===== src/rtl/csa_mac_accumulator.sv =====
// MAC back-end: resolves redundant (pp1, pp2) product pairs and accumulates them
// per group, emitting a signed sum, a saturating beat count and a sticky overflow flag.
module csa_mac_accumulator #(
   parameter int N     = 5,
   parameter int M     = 5,
   parameter int ACC_W = 24,
   parameter int CNT_W = 8
) (
   input  logic               clk,
   input  logic               rst_n,
   input  logic               in_valid,
   output logic               in_ready,
   input  logic [N+M-1:0]     pp1,
   input  logic [N+M-1:0]     pp2,
   input  logic               in_clear,
   input  logic               in_last,
   output logic               out_valid,
   input  logic               out_ready,
   output logic [ACC_W-1:0]   acc_out,
   output logic [CNT_W-1:0]   cnt_out,
   output logic               ovf_out
);

   localparam int P = N + M;

   logic             s1_valid_q, s1_valid_d;
   logic [P-1:0]     s1_p_q, s1_p_d;
   logic             s1_clear_q, s1_clear_d;
   logic             s1_last_q, s1_last_d;
   logic [ACC_W-1:0] acc_q, acc_d;
   logic [CNT_W-1:0] cnt_q, cnt_d;
   logic             ovf_q, ovf_d;
   logic             group_done_q, group_done_d;
   logic             out_valid_q, out_valid_d;
   logic [ACC_W-1:0] acc_out_q, acc_out_d;
   logic [CNT_W-1:0] cnt_out_q, cnt_out_d;
   logic             ovf_out_q, ovf_out_d;

   logic             s1_advance;
   logic             accept;
   logic             fresh;
   logic [ACC_W-1:0] p_ext;
   logic [ACC_W-1:0] base;
   logic [ACC_W-1:0] sum;
   logic             add_ovf;
   logic             ovf_next;
   logic [CNT_W-1:0] cnt_base;
   logic [CNT_W-1:0] cnt_next;

   // A last beat may only leave S1 if the result registers are free or being drained.
   assign s1_advance = s1_valid_q & ~(s1_last_q & out_valid_q & ~out_ready);
   assign in_ready   = ~s1_valid_q | s1_advance;
   assign accept     = in_valid & in_ready;

   assign fresh    = s1_clear_q | group_done_q;
   assign p_ext    = ACC_W'($signed(s1_p_q));
   assign base     = fresh ? '0 : acc_q;
   assign sum      = base + p_ext;
   assign add_ovf  = (base[ACC_W-1] == p_ext[ACC_W-1]) && (sum[ACC_W-1] != base[ACC_W-1]);
   assign ovf_next = (fresh ? 1'b0 : ovf_q) | add_ovf;
   assign cnt_base = fresh ? '0 : cnt_q;
   assign cnt_next = (&cnt_base) ? cnt_base : cnt_base + CNT_W'(1);

   always_comb begin
      s1_valid_d   = s1_valid_q;
      s1_p_d       = s1_p_q;
      s1_clear_d   = s1_clear_q;
      s1_last_d    = s1_last_q;
      acc_d        = acc_q;
      cnt_d        = cnt_q;
      ovf_d        = ovf_q;
      group_done_d = group_done_q;
      out_valid_d  = out_valid_q;
      acc_out_d    = acc_out_q;
      cnt_out_d    = cnt_out_q;
      ovf_out_d    = ovf_out_q;

      if (accept) begin
         s1_valid_d = 1'b1;
         s1_p_d     = pp1 + pp2;
         s1_clear_d = in_clear;
         s1_last_d  = in_last;
      end else if (s1_advance) begin
         s1_valid_d = 1'b0;
      end

      if (out_valid_q && out_ready)
         out_valid_d = 1'b0;

      if (s1_advance) begin
         if (s1_last_q) begin
            out_valid_d  = 1'b1;
            acc_out_d    = sum;
            cnt_out_d    = cnt_next;
            ovf_out_d    = ovf_next;
            group_done_d = 1'b1;
         end else begin
            acc_d        = sum;
            cnt_d        = cnt_next;
            ovf_d        = ovf_next;
            group_done_d = 1'b0;
         end
      end
   end

   // group_done comes out of reset set so the first beat starts from zero.
   always_ff @(posedge clk or negedge rst_n) begin
      if (!rst_n) begin
         s1_valid_q   <= 1'b0;
         s1_p_q       <= '0;
         s1_clear_q   <= 1'b0;
         s1_last_q    <= 1'b0;
         acc_q        <= '0;
         cnt_q        <= '0;
         ovf_q        <= 1'b0;
         group_done_q <= 1'b1;
         out_valid_q  <= 1'b0;
         acc_out_q    <= '0;
         cnt_out_q    <= '0;
         ovf_out_q    <= 1'b0;
      end else begin
         s1_valid_q   <= s1_valid_d;
         s1_p_q       <= s1_p_d;
         s1_clear_q   <= s1_clear_d;
         s1_last_q    <= s1_last_d;
         acc_q        <= acc_d;
         cnt_q        <= cnt_d;
         ovf_q        <= ovf_d;
         group_done_q <= group_done_d;
         out_valid_q  <= out_valid_d;
         acc_out_q    <= acc_out_d;
         cnt_out_q    <= cnt_out_d;
         ovf_out_q    <= ovf_out_d;
      end
   end

   assign out_valid = out_valid_q;
   assign acc_out   = acc_out_q;
   assign cnt_out   = cnt_out_q;
   assign ovf_out   = ovf_out_q;

endmodule


===== config.mk =====
export PLATFORM = sky130hd
export DESIGN_NAME = csa_mac_accumulator
export DESIGN_NICKNAME = d
export VERILOG_FILES = /design/src/rtl/csa_mac_accumulator.sv
export SDC_FILE = /design/constraint.sdc
export NUM_CORES = 1
export LEC_CHECK = 0
export BUFFER_PORTS_ARGS = -buffer_cell sky130_fd_sc_hd__buf_2
export CAP_MARGIN = 20
export CORE_MARGIN = 8
export CORE_UTILIZATION = 55
export CTS_CLUSTER_SIZE = 24
export DETAILED_ROUTE_END_ITERATION = 10
export GPL_ROUTABILITY_DRIVEN = 0
export PLACE_DENSITY_LB_ADDON = 0.08
export SLEW_MARGIN = 10
export SYNTH_ARGS = -nofsm -noshare
export SYNTH_HDL_FRONTEND = slang
export SYNTH_SLANG_ARGS = --single-unit

===== constraint.sdc =====
create_clock -name clk -period 6.8 [get_ports clk]
set_clock_uncertainty 0.1 [all_clocks]
set_input_delay 1.36 -clock clk [delete_from_list [all_inputs] [get_ports clk]]
set_output_delay 1.36 -clock clk [all_outputs]
set_load 0.03 [all_outputs]

==> summary.md, run 1 <==
| Metric | Value |
|---|---|
| Final Util | a little under two thirds |
| LEAKAGE | 2.66 nW |
| Share of layout cells above drive strength 1 | 17.3% |
| Peak VDD IR | around 0.00022 V |
| Antenna diodes | 0 |
| Post-CTS resize count | 0 |
| Sum of negative setup slack | 0 ns |
| Post-CTS setup buffer count | 0 |
| Core region area | 8720 sq um |
| Gr ovfl total | 0 |
| Critical Path, Cell by Cell | nor2_4 > and2_1 > ha_1 > fa_1 > a211oi_2 > o21ai_2 > o31ai_1 > o21ba_2 > o21ai_0 > xnor2_1 > o21ai_0 |
| Wire per inst | about 14 um |
| TritonCTS clock tree | built |
| Tot GR Track Use | 16.9% |
| CP max FO | 36 |
| Worst Setup Start Kind | register |
| Via count of the routed design | approximately 3900 |
| Io pins | 61 |
| Clock tree sinks | 81 |
| DRT iter0 DRCs | between 150 and 200 |
| Final setup vio count | 0 |
| Largest net degree at the start of global routing | between 80 and 90 |
| Root buf cell | clkbuf_8 |
| P&R area growth vs syn | 12.1% |
| Drc violations | 0 |
| Vias in the first global route | about 3800 |
| Die span in x | approximately 110 um |
| Clock-pin slew of the registers on the worst-case setup and hold paths | about 0.080 ns |
| Quantity of I/O buffers inserted on ports | 60 |
| CTS buffer count | 9 |
| Crit end category | register |
| Most used cell, CP | o21ai_0 |
| Clock tree buffer depth | 2 |
| Critical Path Max Stage Delay | around 0.57 ns |
| Worst Hold End | acc_q[0]$_DFFE_PN0P_ |
| Die area | 12300 sq um |
| Hpwl dp | roughly 7400 um |
| Critical-path cell with the highest stage delay | dfstp_2 |
| Max frequency | 0.296 GHz |
| Initial Util | approximately 57% |
| Hold crit path type | register to register |
| Initial antenna violation count | 0 |
| First-pass GRT wire length | approximately 18000 um |
| Rows | 34 |
| Pins Over Slew Limit | 0 |
| Worst EP required | between 6 and 7 ns |
| Ys flop type | dfrtp_1 |
| Unrepaired setup endpoints after global routing | no |
| Post-synth EDFFs | 0 |
| Clk_lat worst skew | between 0.3 and 0.4 ns |
| Vias per inst | 5.51 |
| Worst slew margin | between 40% and 50% |
| Hold_sp | acc_q[0]$_DFFE_PN0P_ |
| Reg2reg path depth | 11 |
| Number of max-cap violations | 0 |
| Worst hold stages | 2 |
| Final hold violations | 0 |
| Async S/R FF share, synth | 100% |
| Time the worst path needs with I/O delays and setup | 3.37 ns |
| Post-synthesis register bit count | between 80 and 90 |
| H-tree depth | 3 |
| Mean Syn Cell Area | 8.98 sq um |
| Tcrit/Tclk final | 49.6% |
| Pwr per Cell Area | 343 nW/um^2 |
| Synthesis warning total | 0 |
| Hold_buf cts | 0 |
| Routed wire length | roughly 10000 um |
| Reg-to-reg startpoint | group_done_q$_DFFE_PN1P_ |
| Distinct cells, synth | 61 |
| R2R Setup Slk | 3.43 ns |
| Slew @ Worst Pin | ~0.77 ns |
| DRT antenna net count | 0 |
| Sequential element share of the synthesized area | around two fifths |
| Critical path type | register to register |
| Fin nets | 658 |
| Outcome | completed |
| Syn Inst Count | 553 |
| Synthesized cell area | ~5000 sq um |
| Critical path launch point | group_done_q$_DFFE_PN1P_ |
| CP Data Arrival Time | roughly 3.5 ns |
| Syn nets | slightly above 600 |
| TritonRoute pass-1 iters | 4 |
| Die height | ~110 um |
| Tot Pwr | about 1.9 mW |
| Reg-to-Reg End | acc_q[16]$_DFFE_PN0P_ |
## area by class of cell
type                       count  area, sq um
fill                         756         3150
multi-input combinational    427         2770
sequential                    81         2030
tap                          108          135
timing repair buffer          63          358
inverter                      15         56.3
clock inverter                 4         76.3
clock buffer                  12          145
## Yosys cell counts (all sizes together) (5+ instances only)
cell,n,area [sq um]
nand3,7,35.0
o211ai,5,42.5
a21oi,36,195
nor2,23,93.8
nor3,6,35.0
nand4,9,56.3
dfrtp,80,2000
o21ai,77,400
a21o,7,52.6
clkbuf,26,97.6
inv,14,52.6
nand2,99,372
ha,33,413
nand2b,7,43.8
o21a,5,37.5
xor2,15,131
and2,25,156
mux2,6,67.6
xnor2,18,158
o31ai,6,50.1
## placed cells by master, fill, tap and decap left out, types with 8 or more instances in the layout
cell	n
a21oi_1	34
and2_1	25
buf_2	59
clkbuf_8	10
dfrtp_1	80
ha_1	33
inv_1	14
nand2_1	99
nand4_1	9
nor2_1	22
o21ai_0	67
o21ai_1	8
xnor2_1	18
xor2_1	15
## kinds of logic (layout without fill, tap and decap cells)
logic type      after synthesis  after routing  share of synthesized area (%)
simple gates                189            189                           17.8
compound gates              159            159                           20.2
flops                        81             81                           40.8
buf+inv                      45             94                           3.50
fa+ha+maj                    35             35                           9.12
xor+xnor                     34             34                           6.30
mux                          10             10                           2.17
## worst max path at each step
stage,slack (ns),endpoint,cells after the start
CTS,3.46,acc_q[16]$_DFFE_PN0P_,10
global placement,3.48,acc_out[1]$_DFFE_PN0P_,4
floorplan,3.56,in_ready,1
finish,3.43,acc_q[16]$_DFFE_PN0P_,11
global route,3.21,acc_out[16]$_DFFE_PN0P_,10
detailed placement,3.45,s1_p_q[8]$_DFFE_PN0P_,11
## per-layer routing
metal,vias to the layer above,global-route usage [%],wire length [um]
met1,1831,21.2,4880
met4,0,5.07,120
met5,-,0,0
met3,12,4.22,368
li1,2012,-,-
met2,59,28.1,4930
## stage by stage
| stage | hold slack [ns] | setup WS, ns | std cells | instance area, sq um |
|---|---|---|---|---|
| final | 0.368 | 3.43 | 710 | 5570 |
| after global routing | 0.398 | 3.21 | 710 | 5570 |
| after CTS | 0.374 | 3.46 | 709 | 5540 |
| after detailed placement | 0.355 | 3.45 | 693 | 5320 |
| after global placement | 0.353 | 3.48 | 692 | 5300 |
| after floorplan | 0.337 | 3.56 | 553 | 4970 |
## power breakdown
group          switching (mW)  total [mW]  internal (mW)
registers              0.0909       0.733          0.642
clock network           0.177       0.395          0.218
logic                   0.506       0.780          0.273
total                   0.775        1.91           1.13
## sequential cells by signal, indices dropped and copies added (netlist names), 8 cells and up
register,cells
acc_out,24
acc_q,24
s1_p_q,10
cnt_out,8
cnt_q,8
## critical path: cells and delay by family, from the launching register on
family	cells	cell delay (ns)
AO/OA/AOI/OAI	6	1.37
XOR/XNOR	1	0.18
adder cells (fa/ha/maj)	2	0.67
flip-flops	1	0.57
AND/OR/NAND/NOR	2	0.33
Note: power is estimated with default switching activity, not from simulation.
==> inputs of run 2 (changes only) <==
clock period = 3.3 ns   (was 6.8 ns; I/O delays follow)
==> run 2 against run 1 <==
- sequential cell count did not move
- global-route usage rose by 0.26 points
- die area did not move
- clock-buffer cell count did not move
- setup slack got worse by 3.2 ns
- clock power rose by 99%
- first-iteration DRC count fell by 21%
==> summary.md, run 2 (same netlist as run 1, synthesis figures left out) <==
| Metric | Value |
|---|---|
| Die area | 12300 sq um (unchanged) |
| Share of layout cells above drive strength 1 | 17.9% (+0.58 points) |
| Most frequent cells in the layout | nand2_1 (99), dfrtp_1 (80), o21ai_0 (67) |
| Rows | 34 (unchanged) |
| Vias in the first global route | 4024 (+4.7%) |
| Gr ovfl total | 0 (unchanged) |
| First-pass GRT wire length | 18200 um (+1.6%) |
| Root buf cell | clkbuf_8 |
| Clock-pin slew of the registers on the worst-case setup and hold paths | 0.08 ns (about the same) |
| Vias per inst | 5.62 (+1.9%) |
| TritonRoute pass-1 iters | 4 (unchanged) |
| Io pins | 61 (unchanged) |
| Dpl ws | 0.211 ns (-3.24 ns) |
| Die height | 111 um (unchanged) |
| Via count of the routed design | 4006 (+2.4%) |
| Worst EP required | 3.40 ns (-3.52 ns) |
| Pins Over Slew Limit | 0 (unchanged) |
| Drc violations | 0 (unchanged) |
| FF/Latch Area | 2030 sq um (unchanged) |
| Final setup vio count | 0 (unchanged) |
| Critical-path cell with the highest stage delay | dfstp_2 |
| Clock tree sinks | 81 (unchanged) |
| Tcrit/Tclk final | 94.3% (+45 points) |
| Fin nets | 662 (+0.61%) |
| Worst slew margin | 50.1% (+1.5 points) |
| Multi-input logic area | 2780 sq um (+0.54%) |
| Critical path type | register to register |
| Commonest non-fill, non-tap cell in the layout | nand2_1 |
| Quantity of I/O buffers inserted on ports | 60 (unchanged) |
| Fillers | 739 (-2.2%) |
| Setup ws final | 0.187 ns (-3.24 ns) |
| H-tree depth | 3 (unchanged) |
| Hold crit path type | primary input to asynchronous set/reset pin |
| Die span in x | 111 um (unchanged) |
| Wire per inst | 14.5 um (+0.22%) |
| Initial Util | 56.9% (unchanged) |
| Routed wire length | 10400 um (+0.64%) |
| P&R area growth vs syn | 12.4% |
| Unrepaired setup endpoints after global routing | no |
| Critical Path Max Stage Delay | 0.57 ns (about the same) |
| DRT antenna net count | 0 (unchanged) |
| Initial antenna violation count | 0 (unchanged) |
| Clock tree buffer depth | 2 (unchanged) |
| CP bufs+invs | 0 (unchanged) |
| Clk_lat worst skew | 0.35 ns (about the same) |
| Largest net degree at the start of global routing | 82 (unchanged) |
| Slew @ Worst Pin | 0.747 ns (-0.0244 ns) |
| Crit path max-delay family | compound AO/OA/AOI/OAI gates |
| Pwr per Cell Area | 703 nW/um^2 (+110%) |
| TritonCTS clock tree | built |
| Max frequency | 0.321 GHz (+8.4%) |
| Crit end category | register |
| Outcome | completed |
| R2R Setup Slk | 0.19 ns (-3.24 ns) |
| LEAKAGE | 2.67 nW (+0.17%) |
| DRT iter0 DRCs | 133 (-21%) |
| Hpwl dp | 7720 um (+4.0%) |
| Peak VDD IR | 0.000391 V (+76%) |
| Tot GR Track Use | 17.2% (+0.26 points) |
| Critical Path, Cell by Cell | nor2_4 > and2_1 > ha_1 > fa_1 > a211oi_2 > o21ai_2 > o311ai_4 > a21oi_1 > a211oi_1 > xor2_1 > o21ai_0 |
| Worst Setup Start Kind | register |
| CTS buffer count | 9 (unchanged) |
| Sum of negative setup slack | 0 ns (unchanged) |
| CP max FO | 15 (-58%) |
| Antenna diodes | 0 (unchanged) |
| Final hold violations | 0 (unchanged) |
| Number of max-cap violations | 0 (unchanged) |
| CP Data Arrival Time | 3.21 ns (-0.28 ns) |
| Core region area | 8720 sq um (unchanged) |
| Time the worst path needs with I/O delays and setup | 3.11 ns (-0.261 ns) |
run 2: metal layers:
layer / track usage [%] / vias up / share of wire (%)
met5: 0 / - / 0
met4: 5.42 / 0 / 1.7
met3: 4.38 / 18 / 4.2
met2: 28.3 / 63 / 46
met1: 21.5 / 1898 / 48
li1: - / 2027 / -
run 2: timing repair:
action                                  CTS  global route
resized for setup                         0             2
buffers inserted                          0             0
endpoints found under the setup margin    0             8
hold buffers                              0             0
hold endpoints to repair                  0             0
run 2: path summary, 6_finish.rpt:
| check | depth (start not counted) | start | end |
|---|---|---|---|
| min in group clk | 2 | cnt_out[0]$_DFFE_PN0P_ | cnt_out[0]$_DFFE_PN0P_ |
| max | 11 | group_done_q$_DFFE_PN1P_ | acc_out[22]$_DFFE_PN0P_ |
| max reg2reg | 11 | group_done_q$_DFFE_PN1P_ | acc_out[22]$_DFFE_PN0P_ |
| min reg2reg | 2 | cnt_out[0]$_DFFE_PN0P_ | cnt_out[0]$_DFFE_PN0P_ |
| max in group asynchronous | 2 | rst_n | group_done_q$_DFFE_PN1P_ |
| min | 1 | rst_n | acc_out[18]$_DFFE_PN0P_ |
run 2: layout make-up:
class	count	share of cell area, %
multi-input cells	427	49.9
inverters	15	1.01
repair buffers	67	6.59
clock buffers	12	2.60
well taps	108	2.42
flip-flops and latches	81	36.3
clock inverters	3	1.17
run 2: per-stage QoR:
stage | utilization (%) | hold WS [ns] | power, mW | area [sq um] | instances
6_report | 64.0 | 0.164 | 3.92 | 5580 | 713
5_1_grt | 64.0 | 0.195 | 4.21 | 5580 | 713
4_1_cts | 63.6 | 0.381 | 3.96 | 5550 | 712
3_5_place_dp | 61.2 | 0.363 | 3.16 | 5340 | 697
3_3_place_gp | 61.2 | 0.354 | 3.12 | 5340 | 697
2_1_floorplan | - | 0.264 | 2.70 | 4970 | 553
run 2: where the power goes:
part	switching [mW]	internal, mW	leakage (nW)	total, mW
registers	0.181	1.32	1.02	1.50
clock network	0.345	0.443	0.106	0.788
logic	1.06	0.569	1.54	1.63
total	1.59	2.34	2.67	3.92
run 2: worst register-to-register path, stage by stage, from the launching register on:
cell and delay [ns]:
dfstp_2 0.57, nor2_4 0.08, and2_1 0.17, ha_1 0.23
fa_1 0.44, a211oi_2 0.23, o21ai_2 0.15, o311ai_4 0.29
a21oi_1 0.11, a211oi_1 0.31, xor2_1 0.21, o21ai_0 0.09
==> inputs of run 3 (changes only) <==
PLACE_DENSITY = 0.8   (was not set)
PLACE_DENSITY_LB_ADDON = not set   (was 0.08)
==> run 3 against run 2 <==
- sequential power is essentially flat
- sequential cell count did not move
- first-iteration DRC count is 54% higher
- sequential share of layout area rose by 0.14 points
- die area is the same
- setup slack better by 0.031 ns
- via count up 0.60%
- utilization decreased by 0.24 points
- non-clock buffer count decreased by 2
- clock power is 8.1% lower
- combinational power about the same
- final cell count decreased by 0.14%
- critical path type unchanged
- largest power group unchanged
==> summary.md, run 3 (same netlist as run 1, synthesis figures left out) <==
| Metric | Value |
|---|---|
| Critical path type | register to register |
| Sum of negative setup slack | 0 ns (unchanged) |
| P&R area growth vs syn | 12.0% |
| Share of layout cells above drive strength 1 | 18.2% (+0.36 points) |
| Clock power frac | 18.7% (-1.4 points) |
| Rows | 34 (unchanged) |
| Comb pwr share | 42.3% (+0.7 points) |
| Vias in the first global route | 4124 (+2.5%) |
| Die span in x | 111 um (unchanged) |
| Worst EP required | 3.39 ns (about the same) |
| Critical Path, Cell by Cell | nor2_4 > and2_1 > ha_1 > fa_2 > a211oi_2 > o21ai_2 > o31ai_2 > o21ba_2 > o21ai_0 > xnor2_1 > o21ai_0 |
| Clk_lat worst skew | 0.36 ns (about the same) |
| CTS buffer count | 9 (unchanged) |
| Crit end category | register |
| Initial Util | 56.9% (unchanged) |
| Slew @ Worst Pin | 1.04 ns (+0.292 ns) |
| Io pins | 61 (unchanged) |
| Fillers | 704 (-4.7%) |
| Hold crit path type | primary input to asynchronous set/reset pin |
| Pins Over Slew Limit | 0 (unchanged) |
| Final Instance Area | 5560 sq um (-0.38%) |
| Clock tree buffer depth | 2 (unchanged) |
| Die height | 111 um (unchanged) |
| TritonCTS clock tree | built |
| Top routing layer in use | met4 |
| Pwr per Cell Area | 697 nW/um^2 (-0.90%) |
| Core region area | 8720 sq um (unchanged) |
| Critical Path Max Stage Delay | 0.58 ns (about the same) |
| Max frequency | 0.324 GHz (+1.0%) |
| Final setup vio count | 0 (unchanged) |
| Most used cell, CP | o21ai_0 |
| Placed cell areas | 5320 sq um (-0.28%) |
| WL met2 | 4930 um (+2.6%) |
| Time the worst path needs with I/O delays and setup | 3.08 ns (-0.0307 ns) |
| Crit path max-delay family | compound AO/OA/AOI/OAI gates |
| DRT iter0 DRCs | 205 (+54%) |
| CP Data Arrival Time | 3.17 ns (-0.04 ns) |
| Outcome | completed |
| Largest net degree at the start of global routing | 82 (unchanged) |
| Vias per inst | 5.66 (+0.74%) |
| Commonest non-fill, non-tap cell in the layout | nand2_1 |
| Routed wire length | 10700 um (+2.8%) |
| Flop pwr share | 39.0% (+0.7 points) |
| FF/Latch Area | 2030 sq um (unchanged) |
| Die area | 12300 sq um (unchanged) |
| Quantity of I/O buffers inserted on ports | 60 (unchanged) |
| Worst slew margin | 30.7% (-19 points) |
| Worst Setup Start Kind | register |
| Number of max-cap violations | 0 (unchanged) |
| Switching share of power | 41.7% (+1.2 points) |
| Hold_buf cts | 0 (unchanged) |
| Most frequent cells in the layout | nand2_1 (99), dfrtp_1 (80), o21ai_0 (67) |
| LEAKAGE | 2.65 nW (-0.79%) |
| CP bufs+invs | 0 (unchanged) |
| Sw power | 1.61 mW (+1.6%) |
| TritonRoute pass-1 iters | 4 (unchanged) |
| Via count of the routed design | 4030 (+0.60%) |
| Peak VDD IR | 0.000361 V (-7.7%) |
| Root buf cell | clkbuf_8 |
| First-pass GRT wire length | 18500 um (+1.7%) |
| Critical-path cell with the highest stage delay | dfstp_2 |
| Tcrit/Tclk final | 93.4% (-0.93 points) |
| CP max FO | 23 (+8) |
| H-tree depth | 3 (unchanged) |
| Clock-pin slew of the registers on the worst-case setup and hold paths | 0.08 ns (about the same) |
| Gr ovfl total | 0 (unchanged) |
| Tot GR Track Use | 17.5% (+0.29 points) |
| Hpwl dp | 7730 um (+0.16%) |
| Drc violations | 0 (unchanged) |
| Fin nets | 660 (-0.30%) |
| Met3 WL | 449 um (+3.0%) |
| Final hold violations | 0 (unchanged) |
| DRT antenna net count | 0 (unchanged) |
| Multi-input logic area | 2790 sq um (+0.27%) |
| Initial antenna violation count | 0 (unchanged) |
| Antenna diodes | 0 (unchanged) |
| Cell Int Power | 2.26 mW (-3.3%) |
| Clock tree sinks | 81 (unchanged) |
| M1 wire length | 5020 um (+1.6%) |
| Wire per inst | 15.0 um (+3.0%) |
run 3: layout make-up:
| type | instances | area share, % |
|---|---|---|
| clock inverters | 5 | 0.990 |
| inverters | 15 | 1.01 |
| multi-input cells | 427 | 50.2 |
| repair buffers | 65 | 6.35 |
| well taps | 108 | 2.43 |
| clock buffers | 11 | 2.54 |
| flip-flops and latches | 81 | 36.5 |
run 3: layer usage:
layer	global-route usage [%]	vias to the layer above
met5	0	-
met4	7.29	0
met3	3.84	24
met2	27.9	119
met1	22.3	1881
li1	-	2006
run 3: repair_timing:
item | in CTS | in global routing
endpoints found under the setup margin | 0 | 12
setup buffers | 0 | 0
gates resized for setup | 0 | 4
run 3: final timing paths:
path / from / to / slack, ns / depth (start not counted)
setup / recovery: group_done_q$_DFFE_PN1P_ / acc_q[16]$_DFFE_PN0P_ / 0.22 / 11
hold / removal: rst_n / acc_q[17]$_DFFE_PN0P_ / 0.16 / 1
setup reg to reg: group_done_q$_DFFE_PN1P_ / acc_q[16]$_DFFE_PN0P_ / 0.22 / 11
hold reg to reg: acc_out[15]$_DFFE_PN0P_ / acc_out[15]$_DFFE_PN0P_ / 0.38 / 2
max in group asynchronous: rst_n / group_done_q$_DFFE_PN1P_ / 2.29 / 2
min in group clk: acc_out[15]$_DFFE_PN0P_ / acc_out[15]$_DFFE_PN0P_ / 0.38 / 2
run 3: worst register-to-register path: stages (launching register included):
cell	delay (ns)
dfstp_2	0.58
nor2_4	0.11
and2_1	0.18
ha_1	0.23
fa_2	0.40
a211oi_2	0.22
o21ai_2	0.15
o31ai_2	0.31
o21ba_2	0.25
o21ai_0	0.12
xnor2_1	0.18
o21ai_0	0.10
run 3: power by group through the flow:
stage               logic (mW)  clock network [mW]  registers [mW]
finish                    1.64               0.724            1.51
floorplan                0.881                   0            1.82
detailed placement        1.63                   0            1.53
global placement          1.59                   0            1.52
CTS                       1.64               0.737            1.51
global route              1.82               0.773            1.56
run 3: per-stage QoR:
step | std cells | worst slack, ns | util (%) | power, mW | hold slack, ns
finish | 712 | 0.218 | 63.8 | 3.87 | 0.163
global route | 712 | -0.00885 | 63.8 | 4.15 | 0.184
CTS | 711 | 0.0133 | 63.3 | 3.89 | 0.381
detailed placement | 695 | 0.122 | 61.0 | 3.17 | 0.364
global placement | 695 | 0.217 | 61.0 | 3.11 | 0.355
floorplan | 553 | 0.143 | - | 2.70 | 0.264
